===== src/rtl/ram_fifo_flagged_if.sv =====
// ram_fifo_flagged_if: producer/consumer bundle for ram_fifo_flagged.
// The FIFO side uses the slave modport; the user side uses the master modport.
interface ram_fifo_flagged_if #(
    parameter int WIDTH      = 8,
    parameter int ADDR_WIDTH = 4
);
    logic                  shift_in;
    logic [WIDTH-1:0]      wdata;
    logic                  shift_out;
    logic                  clear_err;
    logic [WIDTH-1:0]      rdata;
    logic                  full;
    logic                  empty;
    logic                  almost_full;
    logic                  almost_empty;
    logic [ADDR_WIDTH:0]   level;
    logic                  overflow;
    logic                  underflow;

    modport master (
        output shift_in,
        output wdata,
        output shift_out,
        output clear_err,
        input  rdata,
        input  full,
        input  empty,
        input  almost_full,
        input  almost_empty,
        input  level,
        input  overflow,
        input  underflow
    );

    modport slave (
        input  shift_in,
        input  wdata,
        input  shift_out,
        input  clear_err,
        output rdata,
        output full,
        output empty,
        output almost_full,
        output almost_empty,
        output level,
        output overflow,
        output underflow
    );
endinterface


===== src/rtl/ram_fifo_flagged.sv =====
// ram_fifo_flagged: RAM-based synchronous FIFO with level, watermark flags,
// sticky overflow/underflow and a selectable first-word-fall-through read.
module ram_fifo_flagged #(
    parameter int WIDTH         = 8,
    parameter int ADDR_WIDTH    = 4,
    parameter int AFULL_THRESH  = 2**ADDR_WIDTH - 2,
    parameter int AEMPTY_THRESH = 1,
    parameter int FWFT          = 0
) (
    input  logic clk,
    input  logic res_n,
    ram_fifo_flagged_if.slave bus
);
    localparam int PW    = ADDR_WIDTH + 1;
    localparam int DEPTH = 2**ADDR_WIDTH;

    localparam logic [PW-1:0] DEPTH_L  = PW'(DEPTH);
    localparam logic [PW-1:0] AFULL_L  = PW'(AFULL_THRESH);
    localparam logic [PW-1:0] AEMPTY_L = PW'(AEMPTY_THRESH);

    logic [WIDTH-1:0]      mem [DEPTH];
    logic [PW-1:0]         wr_ptr;
    logic [PW-1:0]         rd_ptr;
    logic [PW-1:0]         level;
    logic [ADDR_WIDTH-1:0] wr_addr;
    logic [ADDR_WIDTH-1:0] rd_addr;
    logic                  full;
    logic                  empty;
    logic                  rd_accept;
    logic                  wr_accept;
    logic                  wr_reject;
    logic                  rd_reject;
    logic                  overflow;
    logic                  underflow;

    // The extra wrap bit makes the modular difference cover 0..DEPTH.
    assign level   = wr_ptr - rd_ptr;
    assign wr_addr = wr_ptr[ADDR_WIDTH-1:0];
    assign rd_addr = rd_ptr[ADDR_WIDTH-1:0];
    assign full    = (level == DEPTH_L);
    assign empty   = (level == '0);

    // A pop frees a slot in the same edge, so a full FIFO still takes a
    // write alongside an accepted read. No bypass exists when empty.
    assign rd_accept = bus.shift_out && !empty;
    assign wr_accept = bus.shift_in && (!full || rd_accept);
    assign wr_reject = bus.shift_in && !wr_accept;
    assign rd_reject = bus.shift_out && empty;

    // Storage array, contents are never reset.
    always_ff @(posedge clk) begin
        if (wr_accept) begin
            mem[wr_addr] <= wdata_q();
        end
    end

    function automatic logic [WIDTH-1:0] wdata_q();
        return bus.wdata;
    endfunction

    // Pointer advance on accepted transfers; wraps naturally.
    always_ff @(posedge clk or negedge res_n) begin
        if (!res_n) begin
            wr_ptr <= '0;
            rd_ptr <= '0;
        end else begin
            if (wr_accept) begin
                wr_ptr <= wr_ptr + 1'b1;
            end
            if (rd_accept) begin
                rd_ptr <= rd_ptr + 1'b1;
            end
        end
    end

    // Sticky error flags; a new error event beats a clear in the same cycle.
    always_ff @(posedge clk or negedge res_n) begin
        if (!res_n) begin
            overflow  <= 1'b0;
            underflow <= 1'b0;
        end else begin
            if (wr_reject) begin
                overflow <= 1'b1;
            end else if (bus.clear_err) begin
                overflow <= 1'b0;
            end
            if (rd_reject) begin
                underflow <= 1'b1;
            end else if (bus.clear_err) begin
                underflow <= 1'b0;
            end
        end
    end

    generate
        if (FWFT != 0) begin : g_fwft
            // Head word is shown straight from the array.
            assign bus.rdata = mem[rd_addr];
        end else begin : g_std
            logic [WIDTH-1:0] rdata_q;

            // Registered read: load the head word on an accepted pop.
            always_ff @(posedge clk or negedge res_n) begin
                if (!res_n) begin
                    rdata_q <= '0;
                end else if (rd_accept) begin
                    rdata_q <= mem[rd_addr];
                end
            end

            assign bus.rdata = rdata_q;
        end
    endgenerate

    assign bus.level        = level;
    assign bus.full         = full;
    assign bus.empty        = empty;
    assign bus.almost_full  = (level >= AFULL_L);
    assign bus.almost_empty = (level <= AEMPTY_L);
    assign bus.overflow     = overflow;
    assign bus.underflow    = underflow;
endmodule


===== src/flat_wrapper.sv =====
// flat-port wrapper written by rule: the top's interface ports become plain ports
module ram_fifo_flagged_flat 
#(
    parameter int WIDTH         = 8,
    parameter int ADDR_WIDTH    = 4,
    parameter int AFULL_THRESH  = 2**ADDR_WIDTH - 2,
    parameter int AEMPTY_THRESH = 1,
    parameter int FWFT          = 0
)
  (clk, res_n, bus_shift_in, bus_wdata, bus_shift_out, bus_clear_err, bus_rdata, bus_full, bus_empty, bus_almost_full, bus_almost_empty, bus_level, bus_overflow, bus_underflow);
  ram_fifo_flagged_if #(.WIDTH(WIDTH), .ADDR_WIDTH(ADDR_WIDTH)) bus_i ();
  input  logic clk;
  input  logic res_n;
  input wire logic [$bits(bus_i.shift_in)-1:0] bus_shift_in;
  input wire logic [$bits(bus_i.wdata)-1:0] bus_wdata;
  input wire logic [$bits(bus_i.shift_out)-1:0] bus_shift_out;
  input wire logic [$bits(bus_i.clear_err)-1:0] bus_clear_err;
  output wire logic [$bits(bus_i.rdata)-1:0] bus_rdata;
  output wire logic [$bits(bus_i.full)-1:0] bus_full;
  output wire logic [$bits(bus_i.empty)-1:0] bus_empty;
  output wire logic [$bits(bus_i.almost_full)-1:0] bus_almost_full;
  output wire logic [$bits(bus_i.almost_empty)-1:0] bus_almost_empty;
  output wire logic [$bits(bus_i.level)-1:0] bus_level;
  output wire logic [$bits(bus_i.overflow)-1:0] bus_overflow;
  output wire logic [$bits(bus_i.underflow)-1:0] bus_underflow;
  assign bus_i.shift_in = bus_shift_in;
  assign bus_i.wdata = bus_wdata;
  assign bus_i.shift_out = bus_shift_out;
  assign bus_i.clear_err = bus_clear_err;
  assign bus_rdata = bus_i.rdata;
  assign bus_full = bus_i.full;
  assign bus_empty = bus_i.empty;
  assign bus_almost_full = bus_i.almost_full;
  assign bus_almost_empty = bus_i.almost_empty;
  assign bus_level = bus_i.level;
  assign bus_overflow = bus_i.overflow;
  assign bus_underflow = bus_i.underflow;
  ram_fifo_flagged #(.WIDTH(WIDTH), .ADDR_WIDTH(ADDR_WIDTH), .AFULL_THRESH(AFULL_THRESH), .AEMPTY_THRESH(AEMPTY_THRESH), .FWFT(FWFT)) u_core (.clk(clk), .res_n(res_n), .bus(bus_i));
endmodule

===== config.mk =====
export PLATFORM = sky130hd
export DESIGN_NAME = ram_fifo_flagged_flat
export DESIGN_NICKNAME = d
export VERILOG_FILES = /design/src/rtl/ram_fifo_flagged_if.sv /design/src/rtl/ram_fifo_flagged.sv /design/src/flat_wrapper.sv
export SDC_FILE = /design/constraint.sdc
export NUM_CORES = 1
export LEC_CHECK = 0
export ABC_AREA = 1
export CAP_MARGIN = 5
export CORE_AREA = 2 2 153 155
export CTS_CLUSTER_DIAMETER = 50
export DETAILED_ROUTE_END_ITERATION = 12
export DIE_AREA = 0 0 155 157
export MAX_ROUTING_LAYER = met4
export PLACE_DENSITY = 0.46
export SLEW_MARGIN = 30
export SYNTH_ARGS = -nofsm -noshare
export SYNTH_HDL_FRONTEND = slang
export SYNTH_SLANG_ARGS = --single-unit

===== constraint.sdc =====
create_clock -name clk -period 2.9 [get_ports clk]
set_clock_uncertainty 0.1 [all_clocks]
set_input_delay 0.725 -clock clk [delete_from_list [all_inputs] [get_ports clk]]
set_output_delay 0.725 -clock clk [all_outputs]
set_load 0.1 [all_outputs]

After elaboration in Yosys (flattened, before gate mapping)
Memory sizes are Yosys's and may differ from the RTL's. A register that Yosys moved wholly into a read port is not among the register bits.
Index checks and enable logic that the tools add are counted.

operators by class
  add/subtract/negate cells = 3
  eq/ne operators = 1
  mux-type cells = 5
  reduce and logical (&&, ||, !) cells = 12
  order comparisons = 2

operators with widths
  operator                                                               number
  5-bit by 1-bit adder with 5-bit output, second input constant          2
  5-bit equality test, second input constant                             1
  5-bit by 4-bit >= comparator with 1-bit output, second input constant  1
  5-bit by 1-bit <= comparator with 1-bit output, second input constant  1
  5-bit logical NOT                                                      1
  1-bit two-way mux                                                      5
  5-bit subtractor                                                       1
  1-bit logical AND                                                      4
  1-bit logical NOT                                                      4
  2-bit nonzero test                                                     2
  1-bit logical OR                                                       1

word-level totals
  RAM bits = 128
  input port bits = 13
  word-level logic and storage cells = 28
  output and inout port bits = 19
  register bits after elaboration = 12
  memories = 1

memory list
  memory      depth  width  read ports  clocked after Yosys merged registers in  write ports  RTL line                text
  u_core.mem  16     8      1           1                                        1            ram_fifo_flagged.sv:21  logic [WIDTH-1:0] mem [DEPTH];

Longest topological paths before layout
Gate-level depths: netlist of run 1.

  word-level depth = 9
  gate-level depth with buffers = 14
  depth with buffers taken out = 13

Least setup slack after synthesis of run 1
OpenSTA, ideal clock, no wires.

  path kind = register to output
  from = register u_core.wr_ptr[0]
  to = output port bus_almost_full
  path slack = -3058 ps
  path buffers = 0
  cell stages (with the launch flop) = 7
  required time = 2075 ps
  arrival = 5133 ps
  cell sequence = dfrtp_1 > inv_1 > ha_1 > fa_1 > xnor2_1 > inv_2 > o31ai_1

on the way
  word-level cells in the longest chain between the ends = 2

RTL lines
  what                                            RTL line                 text
  start: declaration                              ram_fifo_flagged.sv:22   logic [PW-1:0] wr_ptr;
  start signal: assignment                        ram_fifo_flagged.sv:68   wr_ptr <= wr_ptr + 1'b1;
  5-bit subtractor                                ram_fifo_flagged.sv:37   assign level = wr_ptr - rd_ptr;
  net bus_level[2]                                flat_wrapper.sv:23       output wire logic [$bits(bus_i.level)-1:0] bus_level;
  5-bit by 4-bit >= comparator with 1-bit output  ram_fifo_flagged.sv:118  assign bus.almost_full = (level >= AFULL_L);
  end: declaration                                flat_wrapper.sv:21       output wire logic [$bits(bus_i.almost_full)-1:0] bus_almost_full;

The timed path passes the listed nets, and every way through them passes these cells.

Worst setup path after layout of run 1
  from = register u_core.rd_ptr[0]
  to = output port bus_empty

on the way
  word-level cells in the longest chain between the ends = 2

RTL lines
  what                      RTL line                text
  start: declaration        ram_fifo_flagged.sv:23  logic [PW-1:0] rd_ptr;
  start signal: assignment  ram_fifo_flagged.sv:71  rd_ptr <= rd_ptr + 1'b1;
  5-bit subtractor          ram_fifo_flagged.sv:37
  5-bit logical NOT         ram_fifo_flagged.sv:41  assign empty = (level == '0);
  end: declaration          flat_wrapper.sv:20      output wire logic [$bits(bus_i.empty)-1:0] bus_empty;

Every way passes these cells.

==> flow_summary.ini, run 1 <==
[floorplanning]
num_rows = 55
io_pins = 32
dieArea_um2 = 24300
fp.dieH_um = 157
core-area_um2 = 22500
initial_core_util_pct = 29.6
die_x_um = 155

[sta]
setup_viol = 5
slew_headroom_pct = 47.0
drv_slew = 0
fin_crit_ns = 3.06
post-route-period-util_pct = 106
hold_slack_ns = 0.380
grt_setup_unrepaired = true
final.setup.tns_ns = -0.502
worst_slack_ns = -0.163
hold_viol = 0
fmax_ghz = 0.326
worst_slew_pin_slew_ns = 0.792

[synth]
yosys.area_share.simple_pct = 23.0
synth_top_cell_area_share_pct = 57.7
synth.most_common_cell = nand2_1
synth-edff-count = 128
synth_ff_type = edfxtp_1
syn_area_um2 = 6660
async_flop_share_pct = 13.5
synthAdderAreaFrac_pct = 1.99
synthTopCellsByCount = 202 x nand2_1, 128 x edfxtp_1, 125 x nor2_1, 64 x inv_1, 53 x nand3_1
synth_compound_area_share_pct = 2.84
synth_cell_types = 24
synth_xor_area_share_pct = 0.920
synth_nets = 706
synthMuxAreaShare_pct = 0
ys_ff_latch = 148
synth_top_family_by_area = simple AND/OR/NAND/NOR gates
synth.largest_area_cell = edfxtp_1
avgSynthCellArea_um2 = 9.75
yosysWarnings = 0
synthCells = 683
synth_seq_area_share_pct = 65.2
synth.area.top_cells = edfxtp_1 58%, nand2_1 11%, dfrtp_1 7.5%, nor2_1 7.0%, nand3_1 4.0%

[outcome]
status = finished with violations
violations = negative setup slack

[drt]
via_count = 4586
dr.first_iter.drc_count = 396
antenna_left = 0
routed_wl_mm = 17.0
wl_per_cell_um = 16.5
vias_per_cell = 4.45
drc = 0
drtPass1Iterations = 4

[layout]
syn_to_final_growth_pct = 25.0
final_layout_size_suffix_gt1_share_pct = 16.1
final_area_um2 = 8330
fill_cells = 2247
diodes = 0
nets = 756

[clocking]
clk_pin_slew_worst_paths_ns = 0.06
htreeDepth = 4
cts_sinks = 148
insertion_delay_ns = 0.42
numCtsBuffers = 17
ctsHoldBuffers = 0
root_buffer = clkbuf_16
clockBufferDepth = 2
cts_tree = done

[worst_setup_path]
path_class = reg -> out
crit_chain = ha_4, fa_2, clkinvlp_4, nor2_4, nand4_4, clkinvlp_4, buf_12
r2r_slack_ns = 0.20
r2r_cells = 11
rr_endpoint = u_core.mem[14][2]$_DFFE_PP_
start_kind = flip-flop
required_ns = 2.08
endpoint = bus_empty
reg2reg_from = u_core.rd_ptr[0]$_DFFE_PN0P_
path_delay_family = adder cells
worstPathMaxFanout = 3
crit_start = u_core.rd_ptr[0]$_DFFE_PN0P_
cp_slowest_stage_delay_ns = 0.58
arrival_ns = 2.24
worst-path-buf-inv = 3
cp-end-kind = primary output
cp_common_cell = clkinvlp_4
cp.depth = 7
slowest_stage = fa_2

[placement]
place_area_um2 = 7640
port_buffers = 31
dp_hpwl_mm = 11.3
gp_congestion = 0.824

[global_routing]
grt_overflow = 0
grt_max_degree = 60
grt_usage_pct = 14.9
antenna_found_initial = 0
grt_pass1_wl_mm = 26.2
grt_pass1_vias = 4484

[worst_hold_path]
hold_path_class = reg -> reg

[job]
cap_violations = 0
-- layer usage --
layer / vias to the layer above / wire, um / global-route usage (%)
li1: 2302 / - / -
met1: 2170 / 8340 / 20.8
met2: 94 / 7820 / 22.4
met3: 20 / 652 / 2.53
met4: 0 / 207 / 4.45
met5: - / 0 / -
-- registers in the layout, indices dropped and copies added (netlist names) --
register and count:
u_core.bus.overflow 1, u_core.bus.rdata 8, u_core.bus.underflow 1, u_core.mem 128, u_core.rd_ptr 5, u_core.wr_ptr 5
-- layout make-up --
| type | count | area [um^2] | share of cell area, % |
|---|---|---|---|
| Multi-Input combinational cell | 439 | 2170 | 26.0 |
| Timing Repair Buffer | 60 | 618 | 7.42 |
| Clock inverter | 13 | 140 | 1.68 |
| Inverter | 67 | 265 | 3.18 |
| Clock buffer | 19 | 433 | 5.20 |
| Tap cell | 285 | 357 | 4.28 |
| Sequential cell | 148 | 4350 | 52.2 |
-- cell usage in the layout (no fill, tap or decap), drive strengths merged, types with 2 or more instances in the layout --
| master | instances |
|---|---|
| clkinv | 10 |
| bufinv | 3 |
| a21oi | 2 |
| inv | 62 |
| nand2 | 205 |
| buf | 48 |
| dfrtp | 20 |
| nor2 | 126 |
| nand3 | 53 |
| clkdlybuf4s50 | 12 |
| xor2 | 6 |
| clkinvlp | 5 |
| clkbuf | 19 |
| ha | 9 |
| o21ai | 33 |
| edfxtp | 128 |
-- stage by stage --
step	util (%)	setup slack (ns)	std cells
4_1_cts	36.9	-0.198	1029
5_1_grt	37.0	-0.256	1031
3_3_place_gp	34.0	0.187	993
6_report	37.0	-0.163	1031
2_1_floorplan	-	-0.563	683
3_5_place_dp	34.0	0.141	993
-- kinds of logic (layout without fill, tap and decap cells) --
| logic type | after synthesis | after routing |
|---|---|---|
| XOR/XNOR | 7 | 7 |
| AND/OR/NAND/NOR | 385 | 385 |
| buffers and inverters | 96 | 159 |
| AO/OA/AOI/OAI | 37 | 37 |
| flip-flops | 148 | 148 |
| adder cells (fa/ha/maj) | 10 | 10 |
-- worst min-delay path, stage by stage, from the launching register on --
cell and delay, ns:
dfrtp_1 0.34, nand2_1 0.06, nand2_1 0.05
-- worst min-delay path by stage --
stage                                     from                               to  slack (ns)  cells after the start
3_5_place_dp   u_core.bus.rdata[0]$_DFFE_PN0P_  u_core.bus.rdata[0]$_DFFE_PN0P_        0.37                      2
5_1_grt        u_core.bus.rdata[0]$_DFFE_PN0P_  u_core.bus.rdata[0]$_DFFE_PN0P_        0.42                      2
3_3_place_gp   u_core.bus.rdata[0]$_DFFE_PN0P_  u_core.bus.rdata[0]$_DFFE_PN0P_        0.37                      2
4_1_cts        u_core.bus.rdata[0]$_DFFE_PN0P_  u_core.bus.rdata[0]$_DFFE_PN0P_        0.38                      2
6_report       u_core.bus.rdata[0]$_DFFE_PN0P_  u_core.bus.rdata[0]$_DFFE_PN0P_        0.38                      2
2_1_floorplan                            res_n  u_core.bus.overflow$_DFFE_PN0P_        0.33                      0
-- timing repair --
action	in CTS	in global routing
setup endpoints to repair	6	7
pin swaps	4	8
setup buffers	4	2
hold endpoints to repair	0	0
gates resized for setup	12	3
Power of run 1 is left out: the tool's default activity adds up to more than one toggle a clock period on the data nets, which glitch-free logic cannot reach.
==> inputs of run 2 (changes only) <==
--- a/config.mk
+++ b/config.mk
@@ -11,8 +11,9 @@
 export CTS_CLUSTER_DIAMETER = 50
 export DETAILED_ROUTE_END_ITERATION = 12
 export DIE_AREA = 0 0 155 157
+export DONT_BUFFER_PORTS = 1
 export MAX_ROUTING_LAYER = met4
-export PLACE_DENSITY = 0.46
+export PLACE_DENSITY = 0.44
 export SLEW_MARGIN = 30
 export SYNTH_ARGS = -nofsm -noshare
 export SYNTH_HDL_FRONTEND = slang
==> flow_summary.ini, run 2 (synthesis results as in run 1) <==
[drt]
antenna_left = 0
dr.first_iter.drc_count = 364
vias_per_cell = 4.46
routed_wl_mm = 17.0
via_count = 4513
wl_per_cell_um = 16.8
drtPass1Iterations = 6
drc = 0

[sta]
fin_crit_ns = 3.05
final.setup.tns_ns = -0.532
slew_headroom_pct = 38.3
post-route-period-util_pct = 105
drv_slew = 0
worst_slew_pin_slew_ns = 0.926
grt_setup_unrepaired = true
hold_viol = 0
fmax_ghz = 0.328
setup_viol = 5
worst_slack_ns = -0.147

[global_routing]
grt_usage_pct = 15.2
grt_overflow = 0
grt_pass1_vias = 4373
grt_pass1_wl_mm = 26.4
grt_max_degree = 70
antenna_found_initial = 0

[floorplanning]
num_rows = 55
core-area_um2 = 22500
dieArea_um2 = 24300
io_pins = 32
die_x_um = 155
initial_core_util_pct = 29.6
fp.dieH_um = 157

[layout]
final_cell_mix = 199 x nand2_1, 128 x edfxtp_1, 108 x nor2_1, 58 x inv_1, 49 x nand3_1
final_common_cell = nand2_1
syn_to_final_growth_pct = 22.2
regMostFlops = u_core.mem
largest_register_ffs = 128
diodes = 0
final_layout_size_suffix_gt1_share_pct = 16.1
nets = 738
final_area_um2 = 8140

[worst_setup_path]
path_delay_family = adder cells
start_kind = flip-flop
worstPathMaxFanout = 3
cp-end-kind = primary output
path_class = reg -> out
slowest_stage = dfrtp_2
cp_slowest_stage_delay_ns = 0.42
required_ns = 2.08
arrival_ns = 2.22
crit_chain = ha_4, fa_2, buf_6, xnor2_4, inv_2, o31ai_4, buf_12
worst-path-buf-inv = 3
crit_start = u_core.rd_ptr[0]$_DFFE_PN0P_
reg2reg_from = u_core.rd_ptr[0]$_DFFE_PN0P_

[clocking]
insertion_delay_ns = 0.42
cts_tree = done
root_buffer = clkbuf_16
numCtsBuffers = 17
cts_sinks = 148
htreeDepth = 4
clockBufferDepth = 2
clk_pin_slew_worst_paths_ns = 0.06

[outcome]
violations = negative setup slack
status = finished with violations

[placement]
gp_congestion = 0.831
port_buffers = 0
place_area_um2 = 7370
dp_hpwl_mm = 11.1

[worst_hold_path]
hold_path_class = in -> async

[job]
cap_violations = 0
==> run 2: cell count changes in the layout (fill, tap and decap cells not counted), sizes merged <==
cell           change
buf                -6
clkinvlp           +3
bufinv             -1
clkbuf             -1
clkdlybuf4s50     -12
clkinv             -1
==> run 2: through the flow <==
step | worst slack [ns] | utilization (%) | hold WS, ns | instances
floorplan | -0.563 | - | 0.329 | 683
global placement | 0.182 | 32.8 | 0.330 | 966
detailed placement | 0.160 | 32.8 | 0.330 | 966
CTS | -0.219 | 35.7 | 0.277 | 1006
global route | -0.237 | 36.2 | 0.188 | 1013
finish | -0.147 | 36.2 | 0.153 | 1013
==> run 2: worst paths after layout <==
path / cells after the start / endpoint / slack (ns)
setup / recovery: 7 / bus_almost_full / -0.15
hold / removal: 1 / u_core.bus.rdata[6]$_DFFE_PN0P_ / 0.15
setup reg to reg: 12 / u_core.mem[15][1]$_DFFE_PP_ / 0.13
hold reg to reg: 2 / u_core.rd_ptr[3]$_DFFE_PN0P_ / 0.42
max in group asynchronous: 1 / u_core.rd_ptr[0]$_DFFE_PN0P_ / 2.18
min in group clk: 0 / u_core.mem[0][1]$_DFFE_PP_ / 0.30
==> run 2: routing by layer <==
metal	part of all wire, %	global-route usage [%]
met2	46	22.5
met1	49	20.8
met3	3.6	3.19
met4	1.7	4.89
met5	0	-
==> run 2: cell type report <==
cell class,count,area (um^2)
fillers,2207,14400
flip-flops and latches,148,4350
multi-input cells,439,2170
repair buffers,42,433
clock buffers,18,429
well taps,285,357
inverters,67,265
clock inverters,14,139
==> run 2: repair_timing <==
item	CTS	global route
buffers inserted	7	7
resized for setup	9	14
endpoints found under the hold margin	20	0
pin swaps	7	6
endpoints found under the setup margin	6	59
hold buffers	1	0
Power of run 2 is left out for the same reason.
==> inputs of run 3 (changes only) <==
--- a/config.mk
+++ b/config.mk
@@ -8,10 +8,12 @@
 export ABC_AREA = 1
 export CAP_MARGIN = 5
 export CORE_AREA = 2 2 153 155
+export CTS_BUF_LIST = sky130_fd_sc_hd__clkbuf_4
 export CTS_CLUSTER_DIAMETER = 50
 export DETAILED_ROUTE_END_ITERATION = 12
 export DIE_AREA = 0 0 155 157
 export DONT_BUFFER_PORTS = 1
+export GPL_TIMING_DRIVEN = 0
 export MAX_ROUTING_LAYER = met4
 export PLACE_DENSITY = 0.44
 export SLEW_MARGIN = 30
==> flow_summary.ini, run 3 (synthesis results as in run 1) <==
[outcome]
status = finished with violations
violations = negative setup slack

[worst_setup_path]
r2r_slack_ns = -0.26
crit_start = u_core.rd_ptr[0]$_DFFE_PN0P_
path_class = reg -> out
r2r_cells = 11
start_kind = flip-flop
worstPathMaxFanout = 2
reg2reg_from = u_core.rd_ptr[0]$_DFFE_PN0P_
cp-end-kind = primary output
arrival_ns = 3.09
rr_endpoint = u_core.mem[9][5]$_DFFE_PP_
required_ns = 2.08

[sta]
worst_slew_pin_slew_ns = 0.931
grt_setup_unrepaired = true
fmax_ghz = 0.256
setup_viol = 140
slew_headroom_pct = 38.0
hold_viol = 0
post-route-period-util_pct = 135
drv_slew = 0
worst_slack_ns = -1.01
fin_crit_ns = 3.91

[worst_hold_path]
hold_path_class = in -> reg
whs_endpoint = u_core.mem[4][0]$_DFFE_PP_
worstHoldPathCells = 0
min-delay-start = bus_wdata[0]

[layout]
final_cell_mix = 196 x nand2_1, 128 x edfxtp_1, 108 x nor2_1, 55 x inv_1, 46 x nand3_1
syn_to_final_growth_pct = 21.1
final_layout_size_suffix_gt1_share_pct = 18.3
nets = 755
regMostFlops = u_core.mem
largest_register_ffs = 128
fill_cells = 2206
final_common_cell = nand2_1
postLayoutCoreUtil_pct = 35.8
diodes = 0

[floorplanning]
fp.dieH_um = 157
initial_core_util_pct = 29.6
dieArea_um2 = 24300
io_pins = 32
core-area_um2 = 22500
die_x_um = 155
num_rows = 55

[global_routing]
grt_max_degree = 21
antenna_found_initial = 1
grt_usage_pct = 15.7
grt_pass1_vias = 4789
grt_overflow = 0
grt_pass1_wl_mm = 27.4

[drt]
wl_per_cell_um = 16.9
antenna_left = 0
vias_per_cell = 4.52
drc = 0
drtPass1Iterations = 4
dr.first_iter.drc_count = 408
routed_wl_mm = 17.4
via_count = 4658

[clocking]
clockBufferDepth = 2
numCtsBuffers = 17
htreeDepth = 4
cts_sinks = 148
cts_tree = done
clk_pin_slew_worst_paths_ns = 0.14
root_buffer = clkbuf_4
insertion_delay_ns = 0.56

[placement]
dp_hpwl_mm = 12.0
port_buffers = 0
gp_congestion = 0.870

[job]
cap_violations = 0
## run 3: cell types whose count changed in the layout (fill, tap and decap cells not counted), sizes merged
| cell | delta |
|---|---|
| bufinv | -2 |
| clkinv | -5 |
| buf | +6 |
| clkinvlp | +5 |
| clkbuf | +9 |
| dlygate4sd3 | +1 |
| inv | +3 |
## run 3: per-stage QoR
| stage | TNS, ns | hold slack [ns] | area [um^2] | instances | setup WS, ns |
|---|---|---|---|---|---|
| 5_1_grt | -51.54 | 0.0836 | 8060 | 1030 | -1.16 |
| 3_3_place_gp | -65.48 | 0.330 | 7250 | 968 | -0.804 |
| 2_1_floorplan | -17.40 | 0.329 | 6900 | 683 | -0.563 |
| 4_1_cts | -41.81 | 0.101 | 7990 | 1029 | -1.05 |
| 3_5_place_dp | -67.85 | 0.330 | 7270 | 969 | -0.674 |
| 6_report | -34.45 | 0.144 | 8060 | 1030 | -1.01 |
## run 3: worst max-delay path by stage
stage                           end  cells after the start
floorplan           bus_almost_full                      6
global placement    bus_almost_full                      5
detailed placement        bus_empty                      8
CTS                       bus_empty                      7
global route              bus_empty                      7
finish                    bus_empty                      7
## run 3: timing repair
item / 4_1_cts / 5_1_grt
setup endpoints to repair: 142 / 151
cloned: 1 / 0
setup buffers: 27 / 5
hold buffers: 1 / 1
endpoints found under the hold margin: 20 / 20
pin swaps: 20 / 20
gates resized for setup: 37 / 15
## run 3: cell type report
class,instances,area [um^2],area share [%]
Tap cell,285,357,4.42
Clock inverter,15,120,1.49
Buffer,27,175,2.17
Clock buffer,17,128,1.58
Multi-Input combinational cell,439,2260,28.1
Inverter,67,285,3.54
Sequential cell,148,4350,53.9
Timing Repair Buffer,32,388,4.81
## run 3: worst max-delay path, stage by stage, from the launching register on
cell and delay (ns):
dfrtp_1 0.44, ha_4 0.18, fa_2 0.58, clkinvlp_4 0.45
nor2_4 0.28, nand4_4 0.13, buf_6 0.14, clkinvlp_4 0.32
## run 3: per-layer routing
metal  track usage [%]  vias up  wire [um]
met4              5.20        0        365
met1              19.9     2240       8030
met3              3.17       24        665
met2              25.3       81       8390
li1                  -     2313          -
met5                 -        -          0
Power of run 3 is left out for the same reason.
